File: src/rtl/iq_pkg.sv
// Shared issue-queue definitions: pool size and slot index/mask types.
package iq_pkg;

   localparam int IQ_SIZE  = 8;
   localparam int IQ_IDX_W = $clog2(IQ_SIZE);

   typedef logic [IQ_IDX_W-1:0] slot_idx_t;
   typedef logic [IQ_SIZE-1:0]  slot_mask_t;

endpackage

File: src/rtl/iq_slot_allocator_idx_decoder.sv
// Slot index to one-hot decoder with enable; all zeros when disabled.
module idx_decoder #(
   parameter int SIZE  = 8,
   parameter int IDX_W = $clog2(SIZE)
) (
   input  logic             i_en,
   input  logic [IDX_W-1:0] i_idx,
   output logic [SIZE-1:0]  o_onehot
);

   // Shift a single set bit into position when enabled.
   always_comb begin
      o_onehot = '0;
      if (i_en) begin
         o_onehot = SIZE'(1) << i_idx;
      end
   end

endmodule

File: src/rtl/iq_slot_allocator.sv
// Issue-queue slot allocator: hands out the lowest free slot on each
// alloc handshake, releases one slot per cycle by index, supports flush.
// Optional double-free detection is built when IQ_ALLOC_DBL_FREE_CHECK_EN
// is defined; otherwise dbl_free_err is tied low.
module iq_slot_allocator
   import iq_pkg::*;
#(
   parameter int SIZE  = IQ_SIZE,
   parameter int IDX_W = $clog2(SIZE)
) (
   input  logic             clk,
   input  logic             rst,
   input  logic             alloc_valid,
   output logic             alloc_ready,
   output logic [IDX_W-1:0] alloc_idx,
   input  logic             free_valid,
   input  logic [IDX_W-1:0] free_idx,
   input  logic             flush,
   output logic [SIZE-1:0]  occ_mask,
   output logic [IDX_W:0]   occ_count,
   output logic             full,
   output logic             empty,
   output logic             dbl_free_err
);

   logic [SIZE-1:0]  r_occ_mask;
   logic [IDX_W:0]   r_occ_count;
   logic [IDX_W-1:0] w_alloc_idx;
   logic             w_alloc_ready;
   logic             w_alloc_fire;
   logic             w_free_hit;
   logic [SIZE-1:0]  w_alloc_oh;
   logic [SIZE-1:0]  w_free_oh;
   logic [SIZE-1:0]  w_mask_nxt;
   logic [IDX_W:0]   w_count_nxt;

   assign w_alloc_ready = ~&r_occ_mask;
   assign w_alloc_fire  = alloc_valid & w_alloc_ready;
   assign w_free_hit    = free_valid & r_occ_mask[free_idx];

   // Priority scan for the lowest-index free slot; scanning downward lets
   // the last assignment win.
   always_comb begin
      w_alloc_idx = '0;
      for (int i = SIZE - 1; i >= 0; i--) begin
         if (!r_occ_mask[i]) begin
            w_alloc_idx = IDX_W'(i);
         end
      end
   end

   idx_decoder #(.SIZE(SIZE), .IDX_W(IDX_W)) u_dec_alloc (
      .i_en     (w_alloc_fire),
      .i_idx    (w_alloc_idx),
      .o_onehot (w_alloc_oh)
   );

   idx_decoder #(.SIZE(SIZE), .IDX_W(IDX_W)) u_dec_free (
      .i_en     (free_valid),
      .i_idx    (free_idx),
      .o_onehot (w_free_oh)
   );

   // Next occupancy: alloc and free never target the same slot, so set and
   // clear can be applied together. Freeing a free slot clears a zero bit.
   always_comb begin
      w_mask_nxt  = (r_occ_mask | w_alloc_oh) & ~w_free_oh;
      w_count_nxt = r_occ_count + (IDX_W+1)'(w_alloc_fire)
                                - (IDX_W+1)'(w_free_hit);
   end

   // Occupancy state; flush overrides any same-cycle alloc or free.
   always_ff @(posedge clk or posedge rst) begin
      if (rst) begin
         r_occ_mask  <= '0;
         r_occ_count <= '0;
      end else if (flush) begin
         r_occ_mask  <= '0;
         r_occ_count <= '0;
      end else begin
         r_occ_mask  <= w_mask_nxt;
         r_occ_count <= w_count_nxt;
      end
   end

`ifdef IQ_ALLOC_DBL_FREE_CHECK_EN
   logic r_dbl_free_err;
   logic w_dbl_free;

   assign w_dbl_free = free_valid & ~r_occ_mask[free_idx] & ~flush;

   // Sticky double-free flag, cleared only by reset.
   always_ff @(posedge clk or posedge rst) begin
      if (rst) begin
         r_dbl_free_err <= 1'b0;
      end else if (w_dbl_free) begin
         r_dbl_free_err <= 1'b1;
      end
   end

   assign dbl_free_err = r_dbl_free_err;

`ifndef SYNTHESIS
   // Flag a release of a slot that is not occupied.
   always @(posedge clk) begin
      if (!rst) begin
         assert (!w_dbl_free)
            else $warning("iq_slot_allocator: release of unoccupied slot %0d", free_idx);
      end
   end
`endif
`else
   assign dbl_free_err = 1'b0;
`endif

   assign alloc_ready = w_alloc_ready;
   assign alloc_idx   = w_alloc_idx;
   assign occ_mask    = r_occ_mask;
   assign occ_count   = r_occ_count;
   assign full        = (r_occ_count == (IDX_W+1)'(SIZE));
   assign empty       = (r_occ_count == '0);

endmodule

File: config.mk
export PLATFORM = sky130hd
export DESIGN_NAME = iq_slot_allocator
export DESIGN_NICKNAME = d
export VERILOG_FILES = /design/src/rtl/iq_pkg.sv /design/src/rtl/iq_slot_allocator_idx_decoder.sv /design/src/rtl/iq_slot_allocator.sv
export SDC_FILE = /design/constraint.sdc
export NUM_CORES = 1
export LEC_CHECK = 0
export ABC_AREA = 1
export BUFFER_PORTS_ARGS = -buffer_cell sky130_fd_sc_hd__clkbuf_2
export CAP_MARGIN = 40
export CORE_UTILIZATION = 45
export DETAILED_ROUTE_END_ITERATION = 7
export PLACE_DENSITY = 0.74
export SYNTH_ARGS = -nofsm -noshare
export SYNTH_HDL_FRONTEND = slang
export SYNTH_SLANG_ARGS = --single-unit
export TNS_END_PERCENT = 30
File: constraint.sdc
create_clock -name clk -period 2 [get_ports clk]
set_input_delay 0.1 -clock clk [delete_from_list [all_inputs] [get_ports clk]]
set_output_delay 0.1 -clock clk [all_outputs]
set_load 0.01 [all_outputs]
# After elaboration in Yosys (flattened, before gate mapping)
# Cells that the tools add are included.
# W data, S select, Z words.
# word_totals
regBits	12
out_inout_bits	19
input_bits	8
# classes
addsub	2
eq_ne	1
reduce_logical	3
bitwise	5
shift	2
n_mux	14
order_cmp	1
# ops
operator	n
$mux W3	8
$mux W8	3
$shl A1 B3 Y8 const A	2
$and A8 B8 Y8	1
$not A8 Y8	1
$or A8 B8 Y8	1
$reduce_and A8 Y1	1
$add A4 B1 Y4	1
$eq A4 B4 Y1 const B	1
$logic_not A4 Y1	1
$lt A3 B4 Y1 const B	1
$mux W4	1
$sub A4 B1 Y4	1
$bmux W1 S3	1
$and A1 B1 Y1	2
$logic_not A1 Y1	1
$mux W1	1

# Depth between registers and ports, before layout
# Gate-level depths: netlist (run 1).
# logic_depth
ltp_word	13
depth_mapped	13
ltp_nobuf	13

# Hierarchy
# From an unflattened synthesis (run 1), not the netlist that was laid out.
# unflattened
hier_cells	133
area_unflattened_um2	894.6
# by_module_without_submodules
module	seq_area_each_um2	cells_per_inst	area_per_inst_um2	n_inst
iq_slot_allocator	300.3	99	767.0	1
idx_decoder	0.0	17	63.8	2

# Worst setup path before layout (run 1)
# OpenSTA, ideal clock, no wires.
# synth_timing
path_kind	flip-flop to flip-flop
start	reg r_occ_mask[0], in the netlist occ_mask[0]
end	reg r_occ_count[2], in the netlist occ_count[2]
slack_ns	-0.023
required_ns	1.881
setup_ns	0.119
n_path_buf	0
path_stages_with_launch	11
t_arrival_ns	1.904
cell_sequence	dfrtp_1 a22oi_1 o221ai_1 nand2_1 nand2_1 ha_1 inv_1 ha_1 fa_1 xnor2_1 nor2_1
# synth_via
elab_chain_cells	6
word_cells_on_any_way	9
# synth_rtl
element	line_no	rtl
from (decl)	iq_slot_allocator.sv:26	logic [SIZE-1:0] r_occ_mask;
from (signal assigned)	iq_slot_allocator.sv:81	r_occ_mask <= w_mask_nxt;
$reduce_and A8 Y1	iq_slot_allocator.sv:37	assign w_alloc_ready = ~&r_occ_mask;
$logic_not A1 Y1	iq_slot_allocator.sv:37	
$and A1 B1 Y1	iq_slot_allocator.sv:38	assign w_alloc_fire = alloc_valid & w_alloc_ready;
$add A4 B1 Y4	iq_slot_allocator.sv:68	w_count_nxt = r_occ_count + (IDX_W+1)'(w_alloc_fire)
$sub A4 B1 Y4 *	iq_slot_allocator.sv:69	- (IDX_W+1)'(w_free_hit);
$mux W4 *	iq_slot_allocator.sv:77	end else if (flush) begin
to (signal assigned)	iq_slot_allocator.sv:82	r_occ_count <= w_count_nxt;
to (decl)	iq_slot_allocator.sv:27	logic [IDX_W:0] r_occ_count;
# Mark *: on every way between the ends. The rest lies on a longest branch, timed or not. The select of a mux whose other input is x is not followed.

# Final worst setup path (run 1)
# layout_timing
start	reg r_occ_mask[1], in the netlist occ_mask[1]
end	reg r_occ_count[2], in the netlist occ_count[2]
# The elaborated chain is that of the path after synthesis.

==> results of run 1 <==
-- synthesized netlist by cell type --
cell type | instances | area [sq um]
xor2_1 | 1 | 8.760
nand2_1 | 26 | 97.59
inv_2 | 3 | 11.26
nor2_4 | 3 | 33.78
ha_1 | 6 | 75.07
nand4_1 | 3 | 18.77
nand3_2 | 1 | 10.01
nor3b_1 | 2 | 15.01
nand2_2 | 2 | 12.51
inv_1 | 25 | 93.84
o21ai_0 | 8 | 40.04
dfrtp_1 | 12 | 300.3
conb_1 | 1 | 3.750
nor2_1 | 9 | 33.78
buf_4 | 1 | 7.510
a22oi_1 | 1 | 7.510
nand3_1 | 4 | 20.02
o22ai_1 | 1 | 6.260
o221ai_1 | 1 | 8.760
a21oi_1 | 6 | 30.03
a21oi_2 | 3 | 26.28
fa_1 | 1 | 20.02
xnor2_1 | 1 | 8.760
-- area by class of cell --
type / instances / area [sq um]
Fill cell: 144 / 591.8
Tap cell: 25 / 31.28
Sequential cell: 12 / 304.0
Timing Repair Buffer: 39 / 232.7
Multi-Input combinational cell: 80 / 491.7
Inverter: 28 / 105.1
Clock buffer: 4 / 26.28
-- per-layer routing --
layer | wire, um | global-route usage [%]
met5 | 0 | 0
met1 | 1088 | 30.62
met3 | 38 | 4.706
met4 | 25 | 7.059
met2 | 970 | 36.67
-- layout by cell type, fill, tap and decap left out, types with 3 or more instances in the layout --
cell	count
a21oi_1	6
a21oi_2	3
buf_4	13
clkbuf_2	25
clkbuf_4	3
dfrtp_1	9
dfrtp_2	3
ha_1	5
inv_1	23
inv_2	5
nand2_1	25
nand3_1	4
nand4_1	3
nor2_1	9
nor2_4	3
o21ai_0	6
-- worst paths after layout --
kind,slack (ns),end,start,cells past startpoint
setup / recovery,0.03,occ_count[2]$_DFF_PP0_,occ_mask[1]$_DFF_PP0_,11
hold / removal,0.04,occ_count[1]$_DFF_PP0_,flush,2
setup reg to reg,0.03,occ_count[2]$_DFF_PP0_,occ_mask[1]$_DFF_PP0_,11
hold reg to reg,0.57,occ_mask[2]$_DFF_PP0_,occ_mask[2]$_DFF_PP0_,2
max in group asynchronous,1.28,occ_mask[6]$_DFF_PP0_,rst,3
min in group asynchronous,0.36,occ_mask[3]$_DFF_PP0_,rst,3
-- sequential cells by signal, indices dropped and copies added (netlist names) --
signal / cells
occ_count: 4
occ_mask: 8
-- kinds of logic (layout without fill, tap and decap cells) --
| logic type | count (synthesis) | after routing | synth area share [%] |
|---|---|---|---|
| DFF | 12 | 12 | 33.76 |
| other | 1 | 1 | 0.4215 |
| xor gates and xnor gates | 2 | 2 | 1.969 |
| AOI/OAI and AO/OA | 20 | 20 | 13.36 |
| buffers and inverters | 29 | 71 | 12.66 |
| and+or+nand+nor | 50 | 50 | 27.14 |
| adders and majority gates | 7 | 7 | 10.69 |
-- repair_timing --
| item | CTS | global route |
|---|---|---|
| setup buffers | 1 | 5 |
| setup endpoints to repair | 2 | 3 |
| endpoints found under the hold margin | 12 | 0 |
| hold buffers | 1 | 0 |
| cloned | 0 | 0 |
| pin swaps | 0 | 3 |
| gates resized for setup | 1 | 9 |
-- per-stage QoR --
stage / setup slack, ns / std cells
final: 0.03084 / 188
after global routing: -0.03876 / 188
after CTS: -0.03393 / 183
after detailed placement: -0.01275 / 177
after global placement: -0.01168 / 177
after floorplan: 0.01295 / 121
-- power by group through the flow --
stage                     registers [W]  logic (W)  clock network [W]
after global routing           0.000286   0.000265           0.000183
after detailed placement       0.000287   0.000225                  0
after CTS                      0.000282   0.000227           0.000166
final                          0.000281   0.000234           0.000165
after floorplan                0.000295   0.000138                  0
after global placement         0.000284   0.000219                  0
==> results.sh, run 1 <==
export IMPL_cp_max_fo=3
export IMPL_ir_drop_v=0.0004071
export IMPL_clkTransAtPathRegs_ns=0.09
export IMPL_grt_pass1_wl_um=3456
export IMPL_syn_inst=121
export IMPL_criticalPathCategory="reg2reg"
export IMPL_grtUsageTotal_pct=22.94
export IMPL_fin_skew_ns=0.009522
export IMPL_p_leak_nw=0.6239
export IMPL_final_util_pct=66.81
export IMPL_die_area_sq_um=2159
export IMPL_ys_seq_area_share_pct=33.76
export IMPL_antenna_left=0
export IMPL_max_freq_mhz=507.8
export IMPL_detail_route_wl_per_cell_um=11.29
export IMPL_drcViolationCount=0
export IMPL_clockBufferDepth=2
export IMPL_drt_iter0_drc=24
export IMPL_crit_slowest_cell="dfrtp_1"
export IMPL_numPortBuffers=25
export IMPL_rsz0062_at_grt="true"
export IMPL_cts_tree="done"
export IMPL_seq_power_share_pct=41.3
export IMPL_core_sq_um=1783
export IMPL_initial_core_util_pct=49.89
export IMPL_die_h_um=46.46
export IMPL_comb_power_share_pct=34.4
export IMPL_swShare_pct=34.67
export IMPL_critPathTopFamily="adder cells"
export IMPL_place_area_sq_um=1092
export IMPL_status="completed"
export IMPL_crit_path_end_kind="register"
export IMPL_grt_max_degree=13
export IMPL_ios=27
export IMPL_n_antenna_cell=0
export IMPL_period_share_pct=98.46
export IMPL_period_minus_slack_ns=1.969
export IMPL_vias=894
export IMPL_drive_gt1_share_pct=37.42
export IMPL_setup_violations=0
export IMPL_cp_data_required_time_ns=2.17
export IMPL_dp_hpwl_um=1635
export IMPL_path_cells="buf_4 > nand2_4 > nor2_4 > nand2_2 > nand2_1 > ha_1 > inv_1 > ha_2 > fa_1 > xnor2_1 > nor2_1"
export IMPL_dr_pass1_iters=4
export IMPL_cts_buffers=3
export IMPL_grt_pass1_vias=798
export IMPL_cts_sinks=12
export IMPL_hold_path_class="in2reg"
export IMPL_htreeDepth=1
export IMPL_final_area_sq_um=1191
export IMPL_grt_ovfl_total=0
export IMPL_critPathArrivalTime_ns=2.13
export IMPL_ys_warn_count=0
export IMPL_num_rows=15
export IMPL_cts_root_buf="clkbuf_4"
export IMPL_start_kind="register"
export IMPL_holdWs_ns=0.04356
export IMPL_synth_avg_cell_area_sq_um=7.352
export IMPL_layout_nets=179
export IMPL_gp_congestion=0.8401
export IMPL_timing_final_hold_violations=0
export IMPL_path_buf_inv=2
export IMPL_p_int_w=0.0004444
export IMPL_maxCapViolations=0
export IMPL_area_delta_synth_final_pct=33.90
export IMPL_slowest_delay_ns=0.41
export IMPL_wirelength_um=2122
export IMPL_ys_types=23
export IMPL_p_sw_w=0.0002358
export IMPL_finalMaxSlewViolations=0
export IMPL_p_clk_share_pct=24.3
export IMPL_worstSkewPairLatency_ns=0.28
export IMPL_syn_area_sq_um=889.6
export IMPL_power_density_nw_per_um2=571.1
export IMPL_synth_seq_cells=12
export IMPL_finalSetupTns_ns=0
export IMPL_die_w_um=46.46
export IMPL_via_per_inst=4.755
export IMPL_syn_nets=136
export IMPL_antenna_found_initial=0
export IMPL_p_total_w=0.0006802
(Power assumes the default switching activity.)
==> run 2, diff against run 1 <==
Settings changed: CORE_UTILIZATION 45 to 50, PLACE_DENSITY 0.74 to 0.78.
Clock period 2 ns to 2.5 ns, I/O delays scaled along.
==> run 2 against run 1 <==
The flow now finishes with violations (DRC). First-iteration DRC count increased by 96%. Sequential share of layout area increased by 2.4 points. Routed wire length decreased by 5.1%. Sequential power fell by 19%. Non-clock buffer count shrank 13. Global-route usage is 1.6 points higher. Setup slack better by 0.36 ns. Critical path type unchanged. Largest power group unchanged.
==> results.sh, run 2 (same netlist as run 1, synthesis figures left out) <==
export IMPL_antenna_found_initial=0
export IMPL_grt_ovfl_total=0
export IMPL_setup_violations=0
export IMPL_criticalPathCategory="reg2reg"
export IMPL_power_density_nw_per_um2=525.1
export IMPL_grt_max_degree=13
export IMPL_cp_data_required_time_ns=2.67
export IMPL_p_leak_nw=0.5600
export IMPL_crit_slowest_cell="dfrtp_1"
export IMPL_grt_pass1_vias=776
export IMPL_rr_endpoint="occ_count[2]$_DFF_PP0_"
export IMPL_wirelength_um=2013
export IMPL_cts_root_buf="clkbuf_4"
export IMPL_reg2reg_depth=10
export IMPL_fin_skew_ns=0.01041
export IMPL_layout_nets=166
export IMPL_path_cells="inv_1 > o21ai_0 > o21ai_0 > nand2_1 > ha_1 > inv_1 > ha_1 > fa_1 > xnor2_1 > nor2_1"
export IMPL_place_ws_ns=0.4034
export IMPL_area_delta_synth_final_pct=20.68
export IMPL_clkTransAtPathRegs_ns=0.08
export IMPL_cts_buffers=3
export IMPL_cp_depth=10
export IMPL_grtUsageTotal_pct=24.55
export IMPL_grt_pass1_wl_um=3408
export IMPL_die_area_sq_um=1952
export IMPL_via_per_inst=5.169
export IMPL_cp_max_fo=5
export IMPL_die_h_um=44.18
export IMPL_die_w_um=44.18
export IMPL_largest_reg_flops=8
export IMPL_drcViolationCount=2
export IMPL_final_common_cell="nand2_1"
export IMPL_reg2reg_slack_ns=0.39
export IMPL_vias=858
export IMPL_hold_path_class="in2reg"
export IMPL_rsz0062_at_grt="false"
export IMPL_cts_tree="done"
export IMPL_timing_final_hold_violations=0
export IMPL_detail_route_wl_per_cell_um=12.13
export IMPL_max_freq_mhz=473.2
export IMPL_htreeDepth=1
export IMPL_finalMaxSlewViolations=0
export IMPL_cts_sinks=12
export IMPL_crit_path_end_kind="register"
export IMPL_critPathLaunch="occ_mask[4]$_DFF_PP0_"
export IMPL_crit_end="occ_count[2]$_DFF_PP0_"
export IMPL_final_util_pct=68.10
export IMPL_num_rows=14
export IMPL_start_kind="register"
export IMPL_critPathTopFamily="adder cells"
export IMPL_n_antenna_cell=0
export IMPL_dp_hpwl_um=1602
export IMPL_dr_pass1_iters=6
export IMPL_period_share_pct=84.53
export IMPL_min_from="flush"
export IMPL_numPortBuffers=25
export IMPL_core_sq_um=1577
export IMPL_worstReg2RegStart="occ_mask[4]$_DFF_PP0_"
export IMPL_drive_gt1_share_pct=27.33
export IMPL_drt_iter0_drc=47
export IMPL_worstSkewPairLatency_ns=0.28
export IMPL_status="complete, but fails checks"
export IMPL_path_buf_inv=2
export IMPL_ios=27
export IMPL_critPathArrivalTime_ns=2.28
export IMPL_ir_drop_v=0.0003622
export IMPL_finalSetupTns_ns=0
export IMPL_period_minus_slack_ns=2.113
export IMPL_slowest_delay_ns=0.43
export IMPL_final_cell_mix="26 x nand2_1, 25 x inv_1, 25 x clkbuf_2, 12 x dfrtp_1, 9 x nor2_1"
export IMPL_maxCapViolations=0
export IMPL_antenna_left=0
export IMPL_clockBufferDepth=2
export IMPL_gp_congestion=0.8727
export IMPL_setup_slack_ns=0.3867
export IMPL_initial_core_util_pct=56.43
export IMPL_failed_checks="DRC"
[run 2: changes by cell type in the layout (fill, tap and decap cells not counted), sizes merged]
cell | previous run | this run
buf | 13 | 0
[run 2: cell type report]
type | count | area [sq um]
clock buffers | 4 | 36.28
well taps | 16 | 20.02
flip-flops and latches | 12 | 300.3
multi-input cells | 80 | 476.7
repair buffers | 26 | 135.1
inverters | 28 | 105.1
fillers | 135 | 503.0
[run 2: timing repair]
action / 4_1_cts / 5_1_grt
setup buffers: 0 / 0
hold endpoints to repair: 12 / 0
gates resized for setup: 0 / 0
hold buffers: 1 / 0
[run 2: worst min-delay path by stage]
| stage | to | slack [ns] | depth (start not counted) |
|---|---|---|---|
| finish | occ_count[1]$_DFF_PP0_ | 0.06 | 2 |
| global route | occ_count[1]$_DFF_PP0_ | 0.07 | 2 |
| CTS | occ_count[1]$_DFF_PP0_ | 0.06 | 2 |
| detailed placement | occ_count[3]$_DFF_PP0_ | 0.15 | 2 |
| global placement | occ_mask[6]$_DFF_PP0_ | 0.13 | 2 |
| floorplan | occ_count[0]$_DFF_PP0_ | -0.01 | 1 |
[run 2: per-stage QoR]
stage,total power [W],cell area (sq um),hold WS [ns],cells
6_report,0.0005637,1074,0.06105,166
5_1_grt,0.0006041,1074,0.07062,166
4_1_cts,0.0005673,1074,0.05980,166
3_5_place_dp,0.0004076,1027,0.1499,161
3_3_place_gp,0.0003974,1027,0.1349,161
2_1_floorplan,0.0003458,889.6,-0.01030,121
[run 2: per-layer routing]
metal  vias to the layer above  track usage (%)  routed length [um]
met5                         -                0                   0
met4                         0            4.848                   8
li1                        438                -                   -
met2                        30            38.24                 941
met1                       388            33.25                 921
met3                         2            8.571                 141
[run 2: worst reg2reg max path, delay by kind of cell, from the launching register on]
family                   cells  cell delay, ns
adder cells (fa/ha/maj)      3            0.84
flip-flops                   1            0.43
AO/OA/AOI/OAI                2            0.31
buffers and inverters        2            0.14
AND/OR/NAND/NOR              2            0.14
XOR/XNOR                     1            0.14
[run 2: power breakdown]
group | switching, W | total, W | internal, W
clock network | 0.0000695 | 0.000158 | 0.0000887
logic | 0.000103 | 0.000179 | 0.0000761
registers | 0.0000165 | 0.000227 | 0.000210
==> run 3, diff against run 2 <==
Settings changed: ABC_AREA 1 to 0, CORE_UTILIZATION 50 to 44, PLACE_DENSITY 0.78 to 0.74.
Clock period 2.5 ns to 1.8 ns, I/O delays scaled along.
==> run 3 against run 2 <==
The run ends with setup timing left. Power grew 34%. Sequential share of layout area shrank 1.3 points. Die area grew 2.3%. Largest power group unchanged. Core utilization shrank 1.1 points. Design area grew 6.5%. Synthesized area shrank 9.8%. Highest routed layer is now met3. Routed wire length shrank 2.4%. Combinational power grew 52%. Synthesized cell count shrank 32%.
==> results.sh, run 3 <==
export IMPL_min_from="free_idx[2]"
export IMPL_finalMaxSlewViolations=0
export IMPL_synth_area_top_cells="dfrtp_1 37%, ha_1 9.4%, a311oi_1 5.5%"
export IMPL_slowest_delay_ns=0.50
export IMPL_yosysTopAreaCellShare_pct=37.44
export IMPL_min_to="occ_mask[6]$_DFF_PP0_"
export IMPL_area_delta_synth_final_pct=42.59
export IMPL_synth_avg_cell_area_sq_um=9.781
export IMPL_htreeDepth=1
export IMPL_ys_seq_area_share_pct=37.44
export IMPL_min_path_cells=2
export IMPL_critPathTopFamily="adder cells"
export IMPL_antenna_left=0
export IMPL_synth_top_cells_by_count="12 x dfrtp_1, 9 x inv_1, 8 x nor2_1"
export IMPL_drive_gt1_share_pct=49.21
export IMPL_cts_tree="done"
export IMPL_grtUsageTotal_pct=21.89
export IMPL_rr_endpoint="occ_count[1]$_DFF_PP0_"
export IMPL_final_common_cell="clkbuf_2"
export IMPL_setup_violations=3
export IMPL_period_minus_slack_ns=2.164
export IMPL_setup_slack_ns=-0.3640
export IMPL_synth_compound_area_share_pct=17.94
export IMPL_path_buf_inv=1
export IMPL_maxCapViolations=0
export IMPL_cp_depth=8
export IMPL_gp_congestion=0.7921
export IMPL_ys_async_sr_fraction_pct=100.0
export IMPL_worstReg2RegStart="occ_mask[7]$_DFF_PP0_"
export IMPL_cts_buffers=3
export IMPL_synth_mux_area_share_pct=6.084
export IMPL_die_area_sq_um=1998
export IMPL_synth_simple_area_share_pct=17.47
export IMPL_syn_inst=82
export IMPL_start_kind="register"
export IMPL_clkTransAtPathRegs_ns=0.08
export IMPL_fill_cells=151
export IMPL_reg2reg_depth=8
export IMPL_antenna_found_initial=0
export IMPL_reg2reg_slack_ns=-0.36
export IMPL_ir_drop_v=0.0004330
export IMPL_synthMostInstantiatedCell="dfrtp_1"
export IMPL_final_util_pct=66.96
export IMPL_crit_slowest_cell="fa_2"
export IMPL_path_cells="mux4_2 > nand3_2 > nand2_2 > ha_4 > inv_2 > ha_4 > fa_2 > nor2b_1"
export IMPL_ys_warn_count=0
export IMPL_grt_max_degree=13
export IMPL_wirelength_um=1965
export IMPL_synth_top_family_by_area="compound AO/OA/AOI/OAI gates"
export IMPL_fin_cells=151
export IMPL_cp_max_fo=2
export IMPL_synth_xor_area_share_pct=2.184
export IMPL_post_cts_buffers=0
export IMPL_via_per_inst=5.093
export IMPL_initial_core_util_pct=46.96
export IMPL_yosysTopAreaCell="dfrtp_1"
export IMPL_crit_top_cell="ha_4"
export IMPL_drt_iter0_drc=17
export IMPL_critPathArrivalTime_ns=2.36
export IMPL_hold_path_class="in2reg"
export IMPL_core_sq_um=1708
export IMPL_numPortBuffers=25
export IMPL_cts_root_buf="clkbuf_4"
export IMPL_ys_types=31
export IMPL_p_leak_nw=0.5367
export IMPL_ios=27
export IMPL_dr_pass1_iters=4
export IMPL_n_antenna_cell=0
export IMPL_timing_final_hold_violations=0
export IMPL_max_freq_mhz=462.1
export IMPL_fin_skew_ns=0.008570
export IMPL_period_share_pct=120.2
export IMPL_criticalPathCategory="reg2reg"
export IMPL_grt_pass1_vias=741
export IMPL_cts_sinks=12
export IMPL_syn_area_sq_um=802.0
export IMPL_rsz0062_at_grt="true"
export IMPL_synth_edf_count=0
export IMPL_worstSkewPairLatency_ns=0.27
export IMPL_yosys_area_share_adder_pct=11.86
export IMPL_detail_route_wl_per_cell_um=13.01
export IMPL_power_density_nw_per_um2=661.1
export IMPL_cp_data_required_time_ns=1.99
export IMPL_crit_path_end_kind="register"
export IMPL_drcViolationCount=0
export IMPL_placed_cells=146
export IMPL_largest_reg_flops=8
export IMPL_synth_seq_cells=12
export IMPL_die_h_um=44.70
export IMPL_failed_checks="setup timing"
export IMPL_synth_flop_cell="dfrtp_1"
export IMPL_grt_pass1_wl_um=3174
export IMPL_vias=769
export IMPL_grt_ovfl_total=0
export IMPL_num_rows=15
export IMPL_final_cell_mix="25 x clkbuf_2, 16 x buf_4, 8 x nor2_1, 8 x inv_1, 8 x dfrtp_1"
export IMPL_dp_hpwl_um=1598
export IMPL_status="complete, but fails checks"
export IMPL_syn_nets=97
export IMPL_layout_nets=142
export IMPL_clockBufferDepth=2
export IMPL_die_w_um=44.70
## run 3: cells by family after synthesis
| kind of cell | after synthesis |
|---|---|
| DFF | 12 |
| and+or+nand+nor | 27 |
| adders and majority gates | 7 |
| muxes | 2 |
| buffers and inverters | 11 |
| AOI/OAI and AO/OA | 20 |
| xor gates and xnor gates | 2 |
| other | 1 |
## run 3: area by class of cell
class | instances | area, sq um | share of cell area (%)
tap | 25 | 31.28 | 2.735
inverter | 9 | 33.78 | 2.954
sequential | 12 | 305.3 | 26.70
clock buffer | 4 | 26.28 | 2.298
timing repair buffer | 42 | 255.2 | 22.32
multi-input combinational | 59 | 491.7 | 43.00
## run 3: per-layer routing
metal  wire length (um)  GRT usage [%]  vias to the layer above
met4                  0          7.273                        0
met2                940          32.94                       23
li1                   -              -                      379
met1                938          32.06                      367
met5                  0              0                        -
met3                 87          3.600                        0
## run 3: through the flow
stage	instance area, sq um	setup slack, ns	setup TNS (ns)	hold WS [ns]	power, W
after floorplan	813.3	-0.3580	-0.9559	-0.04557	0.0004692
after global placement	1071	-0.3236	-0.9043	0.09693	0.0005512
after detailed placement	1071	-0.3562	-1.012	0.1067	0.0005675
after CTS	1121	-0.3745	-1.015	0.09981	0.0007559
after global routing	1144	-0.4333	-1.279	0.1102	0.0008091
final	1144	-0.3640	-0.9810	0.1049	0.0007560
## run 3: worst max path at each step
stage                     startpoint                endpoint  slack (ns)
2_1_floorplan  occ_mask[6]$_DFF_PP0_  occ_count[1]$_DFF_PP0_       -0.36
3_3_place_gp   occ_mask[7]$_DFF_PP0_  occ_count[1]$_DFF_PP0_       -0.32
3_5_place_dp   occ_mask[7]$_DFF_PP0_  occ_count[1]$_DFF_PP0_       -0.36
4_1_cts        occ_mask[7]$_DFF_PP0_  occ_count[1]$_DFF_PP0_       -0.37
5_1_grt        occ_mask[7]$_DFF_PP0_  occ_count[1]$_DFF_PP0_       -0.43
6_report       occ_mask[7]$_DFF_PP0_  occ_count[1]$_DFF_PP0_       -0.36
## run 3: worst register-to-register path: cells and delay by family, from the launching register on
family	cells	cell delay, ns
flops	1	0.41
mux	1	0.47
buf+inv	1	0.03
fa+ha+maj	3	0.90
simple gates	3	0.27
## run 3: repair_timing
action	4_1_cts	5_1_grt
resized for setup	2	4
endpoints found under the setup margin	4	4
endpoints found under the hold margin	12	0
hold buffers	1	0
gates cloned	0	0
pin swaps	2	2
## run 3: where the power goes
| group | internal, W | switching [W] |
|---|---|---|
| logic | 0.000134 | 0.000139 |
| registers | 0.000292 | 0.0000181 |
| clock network | 0.0000856 | 0.0000883 |
